[src/rtl/vdp_host_port.sv]
`default_nettype none
// ============================================================================
// Module   : vdp_host_port
// Purpose  : CPU-side host interface of the video display processor.
//            TMS9918-style byte-wide CPU protocol with a data port and a
//            control/status port, two-write address/register setup and
//            address auto-increment. Drives the VRAM write port, issues
//            read-ahead fetches over a shared read channel, and holds the
//            VDP control register file.
// Ports    : clk, reset_n            - clock, async active-low reset
//            cpu_wr/cpu_rd/cpu_mode - CPU strobes and port select (1=ctrl)
//            cpu_din/cpu_dout       - CPU write data / registered read data
//            busy                   - read-ahead fetch outstanding
//            vram_we/waddr/wdata    - VRAM write port (one-cycle pulse)
//            vram_rd_req/raddr      - read-ahead request, held until valid
//            vram_rd_valid/rd_data  - read-ahead response
//            status_in/status_clr   - live status byte / clear pulse
//            regs                   - register file, reg n at [8n+7:8n]
// Revision : 1.0 - initial release
// ============================================================================
module vdp_host_port #(
  parameter int ADDR_W   = 12,
  parameter int NUM_REGS = 8
) (
  input  logic                    clk,
  input  logic                    reset_n,
  input  logic                    cpu_wr,
  input  logic                    cpu_rd,
  input  logic                    cpu_mode,
  input  logic [7:0]              cpu_din,
  output logic [7:0]              cpu_dout,
  output logic                    busy,
  output logic                    vram_we,
  output logic [ADDR_W-1:0]       vram_waddr,
  output logic [7:0]              vram_wdata,
  output logic                    vram_rd_req,
  output logic [ADDR_W-1:0]       vram_raddr,
  input  logic                    vram_rd_valid,
  input  logic [7:0]              vram_rd_data,
  input  logic [7:0]              status_in,
  output logic                    status_clr,
  output logic [8*NUM_REGS-1:0]   regs
);

  typedef enum logic [0:0] {
    S_IDLE  = 1'b0,
    S_FETCH = 1'b1
  } state_t;

  localparam logic [ADDR_W-1:0] c_addr_one = ADDR_W'(1);

  state_t                  state_q;
  logic [ADDR_W-1:0]       addr_q;
  logic                    flag_q;
  logic [7:0]              temp_q;
  logic [7:0]              rb_q;
  logic [7:0]              dout_q;
  logic                    we_q;
  logic [ADDR_W-1:0]       waddr_q;
  logic [7:0]              wdata_q;
  logic                    clr_q;
  logic [8*NUM_REGS-1:0]   regs_q;

  // Strobe decode: a write always wins over a simultaneous read.
  logic                    ctrl_wr_d;
  logic                    data_wr_d;
  logic                    data_rd_d;
  logic                    stat_rd_d;
  logic [ADDR_W-1:0]       addr_inc_d;
  logic [ADDR_W-1:0]       setup_addr_d;

  assign ctrl_wr_d    = cpu_wr &  cpu_mode;
  assign data_wr_d    = cpu_wr & ~cpu_mode;
  assign data_rd_d    = cpu_rd & ~cpu_wr & ~cpu_mode;
  assign stat_rd_d    = cpu_rd & ~cpu_wr &  cpu_mode;
  assign addr_inc_d   = addr_q + c_addr_one;
  // Second control byte is the high byte; bits above ADDR_W are dropped.
  assign setup_addr_d = ADDR_W'({cpu_din, temp_q});

  always_ff @(posedge clk or negedge reset_n) begin
    if (!reset_n) begin
      state_q <= S_IDLE;
      addr_q  <= '0;
      flag_q  <= 1'b0;
      temp_q  <= '0;
      rb_q    <= '0;
      dout_q  <= '0;
      we_q    <= 1'b0;
      waddr_q <= '0;
      wdata_q <= '0;
      clr_q   <= 1'b0;
      regs_q  <= '0;
    end else begin
      // Pulse outputs default low; they are raised for a single cycle only.
      we_q  <= 1'b0;
      clr_q <= 1'b0;
      case (state_q)
        S_IDLE: begin
          if (ctrl_wr_d) begin
            if (!flag_q) begin
              temp_q <= cpu_din;
              flag_q <= 1'b1;
            end else begin
              flag_q <= 1'b0;
              if (cpu_din[7]) begin
                for (int n = 0; n < NUM_REGS; n++) begin
                  if (cpu_din[2:0] == 3'(n)) regs_q[8*n +: 8] <= temp_q;
                end
              end else begin
                addr_q <= setup_addr_d;
                // Read setup (bit 6 clear) primes the read-ahead buffer.
                if (!cpu_din[6]) state_q <= S_FETCH;
              end
            end
          end else if (data_wr_d) begin
            we_q    <= 1'b1;
            waddr_q <= addr_q;
            wdata_q <= cpu_din;
            rb_q    <= cpu_din;
            addr_q  <= addr_inc_d;
            flag_q  <= 1'b0;
          end else if (data_rd_d) begin
            dout_q  <= rb_q;
            flag_q  <= 1'b0;
            state_q <= S_FETCH;
          end else if (stat_rd_d) begin
            dout_q  <= status_in;
            clr_q   <= 1'b1;
            flag_q  <= 1'b0;
          end
        end
        S_FETCH: begin
          // CPU strobes are ignored here; the CPU is expected to poll busy.
          if (vram_rd_valid) begin
            rb_q    <= vram_rd_data;
            addr_q  <= addr_inc_d;
            state_q <= S_IDLE;
          end
        end
        default: state_q <= S_IDLE;
      endcase
    end
  end

  assign cpu_dout    = dout_q;
  assign busy        = (state_q == S_FETCH);
  assign vram_rd_req = (state_q == S_FETCH);
  // Address is frozen during a fetch, so it doubles as the stable read address.
  assign vram_raddr  = addr_q;
  assign vram_we     = we_q;
  assign vram_waddr  = waddr_q;
  assign vram_wdata  = wdata_q;
  assign status_clr  = clr_q;
  assign regs        = regs_q;

endmodule
`default_nettype wire
[config.mk]
export PLATFORM = sky130hd
export DESIGN_NAME = vdp_host_port
export DESIGN_NICKNAME = d
export VERILOG_FILES = /design/src/rtl/vdp_host_port.sv
export SDC_FILE = /design/constraint.sdc
export NUM_CORES = 1
export LEC_CHECK = 0
export CORE_UTILIZATION = 44
export DETAILED_ROUTE_END_ITERATION = 6
export GPL_TIMING_DRIVEN = 1
export PLACE_DENSITY = 0.76
export SLEW_MARGIN = 20
export SYNTH_ARGS = -nofsm -noshare
export SYNTH_HDL_FRONTEND = slang
export SYNTH_SLANG_ARGS = --single-unit
[constraint.sdc]
create_clock -name clk -period 2.1 [get_ports clk]
set_clock_uncertainty 0.1 [all_clocks]
set_input_delay 0.42 -clock clk [delete_from_list [all_inputs] [get_ports clk]]
set_output_delay 0.42 -clock clk [all_outputs]
set_load 0.005 [all_outputs]
* Word-level counts from Yosys, hierarchy flattened *
Cells that the tools add are included.

storage, ports and cells
  output and inout port bits = 108
  word-level logic and storage cells = 93
  flip-flop bits (word level) = 124
  input bits = 30

cells by class
  bitwise gates (word level) = 11
  add/subtract/negate cells = 1
  reductions and logical operators = 17
  equality and inequality tests = 13
  multiplexer cells = 33

operator list
  kind                   number
  $mux 12                5
  $mux 8                 5
  $reduce_and 5->1       8
  $pmux 12 s2            1
  $mux 1                 20
  $pmux 8 s2             1
  $add 12x1->12 const B  1
  $eq 3x3->1 const B     4
  $ne 3x3->1 const B     3
  $reduce_and 3->1       3
  $reduce_and 4->1       2
  $eq 3x2->1 const B     2
  $ne 2x2->1 const B     3
  $not 1->1              6
  $and 1x1->1            5
  $reduce_bool 4->1      1
  $eq 3x1->1 const B     1
  $logic_not 3->1        1
  $pmux 1 s2             1
  $reduce_and 2->1       1
  $reduce_bool 2->1      1

* Logic depth before layout (Yosys ltp) *
Gate-level depths: netlist of run 1.

  depth after elaboration = 8
  gate-level depth with buffers = 8
  gate-level depth less buffers = 5

* Least setup slack after synthesis of run 1 *
No wires, ideal clock.

  path type = reg-to-reg
  from = register state_q (netlist: busy)
  to = register regs_q[56] (netlist: regs[56])
  library setup time = 0.125 ns
  setup slack = 0.089 ns
  buffers on the path = 4
  stages on the path, launching flop included = 9
  required time = 1.875 ns
  period minus slack after synthesis = 2.011 ns
  arrival time = 1.786 ns
  cells stage by stage = dfrtp_1 > buf_6 > and3b_1 > buf_6 > and4_1 > buf_6 > and3_4 > buf_6 > mux2_4

between the ends
  longest elaborated chain between the ends = 2

ends and longest elaborated chain
  what                               line  text
  start, declared                    52    state_t state_q;
  start signal, assigned             82    state_q <= S_IDLE;
  start signal, assigned             112   if (!cpu_din[6]) state_q <= S_FETCH;
  start signal, assigned             125   state_q <= S_FETCH;
  $not 1->1 (no source line)         -
  $reduce_and 5->1 (no source line)  -
  end signal, assigned by index      107   if (cpu_din[2:0] == 3'(n)) regs_q[8*n +: 8] <= temp_q;
  end, declared                      62    logic [8*NUM_REGS-1:0] regs_q;

Every way passes these cells.
A chain may end at the register's enable or synchronous reset.

* Worst setup path after layout of run 1 *
  from = register state_q (netlist: busy)
  to = output vram_rd_req

RTL lines
  what           line  text
  end, declared  36    output logic vram_rd_req,

No word-level cell between the ends.

==> impl_metrics.csv, run 1 <==
group,metric,value,unit
outcome,result_of_the_run,"finished with violations",
outcome,violated_checks,"DRC",
route,route.final.wire_length,13100,um
cts,tritoncts,"done",
route,final_antenna_net_count,0,
timing,timing.slew.headroom,0.632,
pwr,power.switching_fraction,0.305,
logic_synthesis,postSynthRegisterBits,124,
worst_setup_path,timing.setup.critical_path_class,"reg2out",
cts,cts_inserted_buffers,17,
pwr,p_per_area,1290,nW/um^2
timing,report.final.setup_viol,0,
worst_setup_path,cp_data_required_time,1.58,ns
cells_and_area,design.final.nets,581,
floorplan,initial_utilization,0.456,
route,avgViaCountPerCell,5.33,
timing,timing.final.hold_violations,0,
hold_path,min_path_type,"reg2reg",
timing,worst-slew-pin-transition,0.552,ns
cells_and_area,antenna-diode-count,0,
cells_and_area,design_area,7540,sq um
worst_setup_path,worst_setup_path_start_kind,"flip-flop",
worst_setup_path,crit_path_max_fanout,19,
timing,rsz0062_at_grt,"no",
logic_synthesis,synth_ff_type,"dfrtp_1",
worst_setup_path,cp_cell_sequence,"buf_6 > clkdlybuf4s50_1",
floorplan,die_width,111,um
cts,max-clock-path-buffers,2,
route,avgRoutedWirePerCell,18.6,um
placed_design,dpl_cell_area,6970,sq um
cts,cts.root.buffer_cell,"clkbuf_16",
worst_setup_path,cp_slowest_cell,"clkdlybuf4s50_1",
cells_and_area,finish.utilization,0.655,
global_routing,total_overflow_reported_by_the_global_router,0,
pwr,sequentialPowerShare,0.413,
route,drt_first_pass_iters,7,
pwr,internal_power,6.75,mW
route,total_via_count_in_the_routed_design,3766,
timing,final-max-slew-violation-count,0,
logic_synthesis,synth-seq-area-share,0.591,
pwr,switching_power,2.96,mW
logic_synthesis,synth_edf_count,0,
logic_synthesis,synth.net_count,420,
cts,cts.htree.levels,4,
floorplan,design.portCount,138,
logic_synthesis,cell_accounting_for_the_most_synthesized_area,"dfrtp_1",
logic_synthesis,synth.most_common_cell,"dfrtp_1",
pwr,clock_network_fraction_of_design_power,0.278,
logic_synthesis,netlist_area,5250,sq um
cts,clk_latency_worst_skew_pair,0.40,ns
route,detail_route.iter0.violations,199,
pwr,power.share.combinational,0.308,
timing,layout_setup_ws,0.0846,ns
logic_synthesis,synthDistinctLibCells,43,
logic_synthesis,synth.yosys.warnings,0,
placed_design,gpl.final_weighted_congestion,0.788,
worst_setup_path,timing.critical_path.to_type,"output port",
timing,max_freq,496,MHz
floorplan,core_area,11500,sq um
floorplan,floorplan.die.height,111,um
timing,tns,0,ns
logic_synthesis,synth.area.top_cells,"dfrtp_1 (59%), mux2_2 (18%), mux2i_1 (3.4%)",
floorplan,floorplan.die_area,12400,sq um
cells_and_area,area_delta_synth_final,43.7,%
global_routing,grt_antenna_before_repair,0,
logic_synthesis,syn-mean-instance-area,13.5,sq um
logic_synthesis,synth.top_cells.by_count,"dfrtp_1 (124), mux2_2 (84), a21oi_1 (23)",
worst_setup_path,max_stage_delay,0.53,ns
placed_design,place.port_buffers,137,
route,drcViolationCount,16,
pwr,vdd_drop_max,548,uV
logic_synthesis,async_reset_ff_frac,1.00,
global_routing,pin_count_of_the_biggest_net_entering_global_routing,49,
global_routing,grt_pass1_vias,3911,
placed_design,place_ws,-0.300,ns
worst_setup_path,critPathArrivalTime,1.50,ns
cts,clk_transition_reported_paths,0.05,ns
job,timing.max_cap.violations,0,
placed_design,detailedPlacementHpwl,8850,um
global_routing,gr-usage-all-layers,0.225,
cts,cts.repair_timing.setup_buffer_count,0,
pwr,power.static_leakage,3.37,nW
global_routing,grt_pass1_wl,21200,um
floorplan,core.rowCount,39,
timing,finalWorstPathRequiredPeriod,2.02,ns
logic_synthesis,syn_inst,389,
cells_and_area,drive_above_1_share,0.293,
cts,clock_sinks,124,
logic_synthesis,synth_largest_type_area_fraction,0.591,
timing,ratio_of_final_minimum_period_to_clock_period,0.960,
==> path summary, 6_finish.rpt <==
kind                       depth (start not counted)  slack, ns  startpoint          end
min in group asynchronous                          2       0.44     reset_n     regs[15]
max in group asynchronous                          3       0.82     reset_n     regs[42]
hold / removal                                     2       0.39     rb_q[7]      rb_q[7]
hold reg to reg                                    2       0.39     rb_q[7]      rb_q[7]
setup reg to reg                                   4       0.16        busy     regs[58]
setup / recovery                                   2       0.08        busy  vram_rd_req
==> placed cells by master (no fill, tap or decap), drive strengths merged, types with 8 or more instances in the layout <==
| cell type | n |
|---|---|
| mux2 | 92 |
| nand2 | 20 |
| o21ai | 17 |
| dfrtp | 124 |
| clkbuf | 20 |
| buf | 30 |
| a21oi | 23 |
| clkinv | 9 |
| mux2i | 18 |
| nor2 | 18 |
| clkdlybuf4s50 | 136 |
| nand3 | 8 |
==> metrics by stage <==
stage	hold slack, ns	cells	power, mW
4_1_cts	0.389	706	9.79
3_5_place_dp	0.332	673	7.05
5_1_grt	0.416	706	10.3
6_report	0.386	706	9.72
3_3_place_gp	0.328	673	6.92
2_1_floorplan	0.0244	389	5.10
==> flip-flops by register name, indices dropped and copies added, names as in the netlist, 8 cells and up <==
register and flops:
vram_raddr 12, rb_q 8, regs 64, vram_wdata 8, temp_q 8, vram_waddr 12, cpu_dout 8
==> routing by layer <==
layer  up-vias  GRT usage  wire [um]
met5         -          0          0
met4         0     0.0721        180
met3        16      0.101       1270
met1      1890      0.285       5620
met2       132      0.344       6050
li1       1728          -          -
==> cell type report <==
| class | instances | area [sq um] |
|---|---|---|
| clock buffer | 20 | 457 |
| clock inverter | 12 | 97.6 |
| fill | 871 | 3970 |
| inverter | 1 | 3.75 |
| multi-input combinational | 239 | 2010 |
| sequential | 124 | 3100 |
| tap | 143 | 179 |
| timing repair buffer | 167 | 1690 |
==> timing repair <==
item	in CTS	in global routing
hold buffers	1	0
gates resized for setup	0	1
setup endpoints to repair	0	2
endpoints found under the hold margin	36	0
==> worst max-delay path: cells and delay by family, from the launching register on <==
family                 cells  cell delay (ns)
buffers and inverters      2             0.74
flip-flops                 1             0.35
==> power groups by stage <==
stage,registers [mW],logic [mW],clock network [mW]
after floorplan,3.69,1.41,0
after global placement,4.00,2.91,0
after detailed placement,4.05,2.99,0
after CTS,4.02,3.02,2.75
after global routing,4.15,3.24,2.86
final,4.02,3.00,2.70
==> logic make-up after synthesis <==
| family | Yosys count | share of synthesized area |
|---|---|---|
| flops | 124 | 0.591 |
| simple gates | 72 | 0.0808 |
| buf+inv | 26 | 0.0257 |
| compound gates | 56 | 0.0622 |
| fa+ha+maj | 1 | 0.00238 |
| mux | 110 | 0.237 |
Note: power is estimated with default switching activity, not from simulation.
==> inputs of run 2 (changes only) <==
--- a/config.mk
+++ b/config.mk
@@ -5,6 +5,7 @@
 export SDC_FILE = /design/constraint.sdc
 export NUM_CORES = 1
 export LEC_CHECK = 0
+export CORE_ASPECT_RATIO = 1.5
 export CORE_UTILIZATION = 44
 export DETAILED_ROUTE_END_ITERATION = 6
 export GPL_TIMING_DRIVEN = 1
==> run 2 against run 1 <==
Against the previous run:
- the flow now finishes without violations
- sequential share of layout area is 0.47 points lower
- sequential cell count stayed put
- sequential power hardly changed
- die area hardly changed
- fmax is 0.17% lower
- global-route usage is 0.22 points lower
- design area is 1.2% higher
- via count is 0.19% lower
==> impl_metrics.csv, run 2 (same netlist as run 1, synthesis figures left out) <==
group,metric,value,unit
cells_and_area,antenna-diode-count,0,
timing,report.final.setup_viol,0,
cells_and_area,flip_flop_count_of_the_largest_register_after_layout,64,
placed_design,detailedPlacementHpwl,9010,um
cts,cts.repair_timing.setup_buffer_count,0,
route,detail_route.iter0.violations,147,
cells_and_area,area_delta_synth_final,45.4,%
route,drcViolationCount,0,
route,avgViaCountPerCell,5.29,
timing,layout_setup_ws,0.0811,ns
outcome,result_of_the_run,"finished clean",
cts,max-clock-path-buffers,2,
global_routing,grt_antenna_before_repair,0,
worst_setup_path,crit_path_max_fanout,19,
route,avgRoutedWirePerCell,18.5,um
cts,tritoncts,"done",
cts,cts.htree.levels,4,
cts,clk_latency_worst_skew_pair,0.40,ns
cells_and_area,design.final.nets,579,
floorplan,floorplan.die_area,12400,sq um
timing,tns,0,ns
worst_setup_path,timing.setup.critical_path_class,"reg2out",
hold_path,min_path_type,"in2async",
timing,timing.final.hold_violations,0,
route,final_antenna_net_count,0,
cells_and_area,area_of_the_multi_input_gates,2010,sq um
route,drt_first_pass_iters,4,
job,timing.max_cap.violations,0,
timing,ratio_of_final_minimum_period_to_clock_period,0.961,
floorplan,floorplan.die.height,136,um
route,route.final.wire_length,13200,um
placed_design,place.port_buffers,137,
worst_setup_path,cp_data_required_time,1.58,ns
timing,worst-slew-pin-transition,0.592,ns
cts,clk_transition_reported_paths,0.06,ns
timing,final-max-slew-violation-count,0,
global_routing,gr-usage-all-layers,0.223,
pwr,vdd_drop_max,618,uV
global_routing,grt_pass1_vias,3969,
cts,cts_inserted_buffers,17,
floorplan,core_area,11600,sq um
worst_setup_path,critPathArrivalTime,1.50,ns
floorplan,core.rowCount,48,
cells_and_area,drive_above_1_share,0.291,
placed_design,gpl.final_weighted_congestion,0.826,
cells_and_area,layout_commonest_cell,"clkdlybuf4s50_1",
worst_setup_path,worst_setup_path_start_kind,"flip-flop",
pwr,p_per_area,1330,nW/um^2
cells_and_area,layout_common_cells,"clkdlybuf4s50_1 (136), dfrtp_1 (124), mux2_2 (84), a21oi_1 (23)",
pwr,power.static_leakage,3.40,nW
timing,finalWorstPathRequiredPeriod,2.02,ns
global_routing,total_overflow_reported_by_the_global_router,0,
placed_design,place_ws,-0.310,ns
global_routing,grt_pass1_wl,20700,um
cells_and_area,finish.utilization,0.658,
cells_and_area,seqCellArea,3100,sq um
cts,clock_sinks,124,
worst_setup_path,timing.critical_path.to_type,"output port",
floorplan,design.portCount,138,
cts,cts.root.buffer_cell,"clkbuf_16",
floorplan,die_width,91.2,um
worst_setup_path,r2r.worst_path.cells,4,
floorplan,initial_utilization,0.453,
cells_and_area,fill_cells,890,
timing,timing.slew.headroom,0.605,
timing,rsz0062_at_grt,"no",
global_routing,pin_count_of_the_biggest_net_entering_global_routing,72,
route,total_via_count_in_the_routed_design,3759,
timing,max_freq,495,MHz
[run 2: cell types whose count changed in the layout (fill, tap and decap cells not counted)]
| cell | previous run | this run |
|---|---|---|
| bufinv_16 | 1 | 4 |
| buf_12 | 7 | 8 |
| buf_4 | 22 | 19 |
| clkbuf_8 | 2 | 3 |
| clkinv_2 | 7 | 4 |
| clkinvlp_4 | 2 | 1 |
[run 2: area by class of cell]
| class | instances | share of cell area |
|---|---|---|
| timing repair buffer | 165 | 0.221 |
| clock buffer | 21 | 0.0617 |
| clock inverter | 11 | 0.0216 |
| multi-input combinational | 239 | 0.264 |
| inverter | 1 | 0.000492 |
| sequential | 124 | 0.407 |
| tap | 150 | 0.0246 |
[run 2: per-stage QoR]
| step | total power [mW] | cell area, sq um | hold slack, ns | std cells |
|---|---|---|---|---|
| floorplan | 5.10 | 5250 | 0.0244 | 389 |
| global placement | 6.91 | 6980 | 0.156 | 678 |
| detailed placement | 7.06 | 6980 | 0.155 | 678 |
| CTS | 10.2 | 7630 | 0.266 | 711 |
| global route | 10.6 | 7630 | 0.277 | 711 |
| finish | 10.1 | 7630 | 0.277 | 711 |
[run 2: layer usage]
layer | GRT usage | vias to the layer above | part of all wire
met5 | 0 | - | 0
met4 | 0.123 | 0 | 0.028
met3 | 0.0488 | 19 | 0.049
met2 | 0.398 | 124 | 0.54
met1 | 0.245 | 1898 | 0.38
li1 | - | 1718 | -
[run 2: power breakdown]
group / internal [mW] / total [mW] / switching (mW)
Clock: 2.08 / 3.10 / 1.03
Sequential: 3.16 / 4.05 / 0.889
Combinational: 1.90 / 2.96 / 1.06
[run 2: final timing paths]
| path | slack (ns) | end | startpoint |
|---|---|---|---|
| min in group clk | 0.38 | rb_q[4] | rb_q[4] |
| max in group asynchronous | 1.03 | regs[15] | reset_n |
| hold / removal | 0.28 | cpu_dout[2] | reset_n |
| hold reg to reg | 0.38 | rb_q[4] | rb_q[4] |
| setup reg to reg | 0.21 | regs[59] | busy |
| setup / recovery | 0.08 | vram_rd_req | busy |
[run 2: critical path: stages (launching register included)]
cell	delay [ns]
dfrtp_1	0.35
buf_6	0.21
clkdlybuf4s50_1	0.54
[run 2: timing repair]
action                                 CTS  global route
setup endpoints to repair                1             0
resized for setup                        1             0
hold buffers                             1             0
endpoints found under the hold margin   53             0
==> inputs of run 3 (changes only) <==
--- a/config.mk
+++ b/config.mk
@@ -5,7 +5,6 @@
 export SDC_FILE = /design/constraint.sdc
 export NUM_CORES = 1
 export LEC_CHECK = 0
-export CORE_ASPECT_RATIO = 1.5
 export CORE_UTILIZATION = 44
 export DETAILED_ROUTE_END_ITERATION = 6
 export GPL_TIMING_DRIVEN = 1
@@ -14,3 +13,4 @@
 export SYNTH_ARGS = -nofsm -noshare
 export SYNTH_HDL_FRONTEND = slang
 export SYNTH_SLANG_ARGS = --single-unit
+export TNS_END_PERCENT = 50
==> results of run 3 <==
Same layout as run 1: the final DEF is identical, and so are final timing and power.
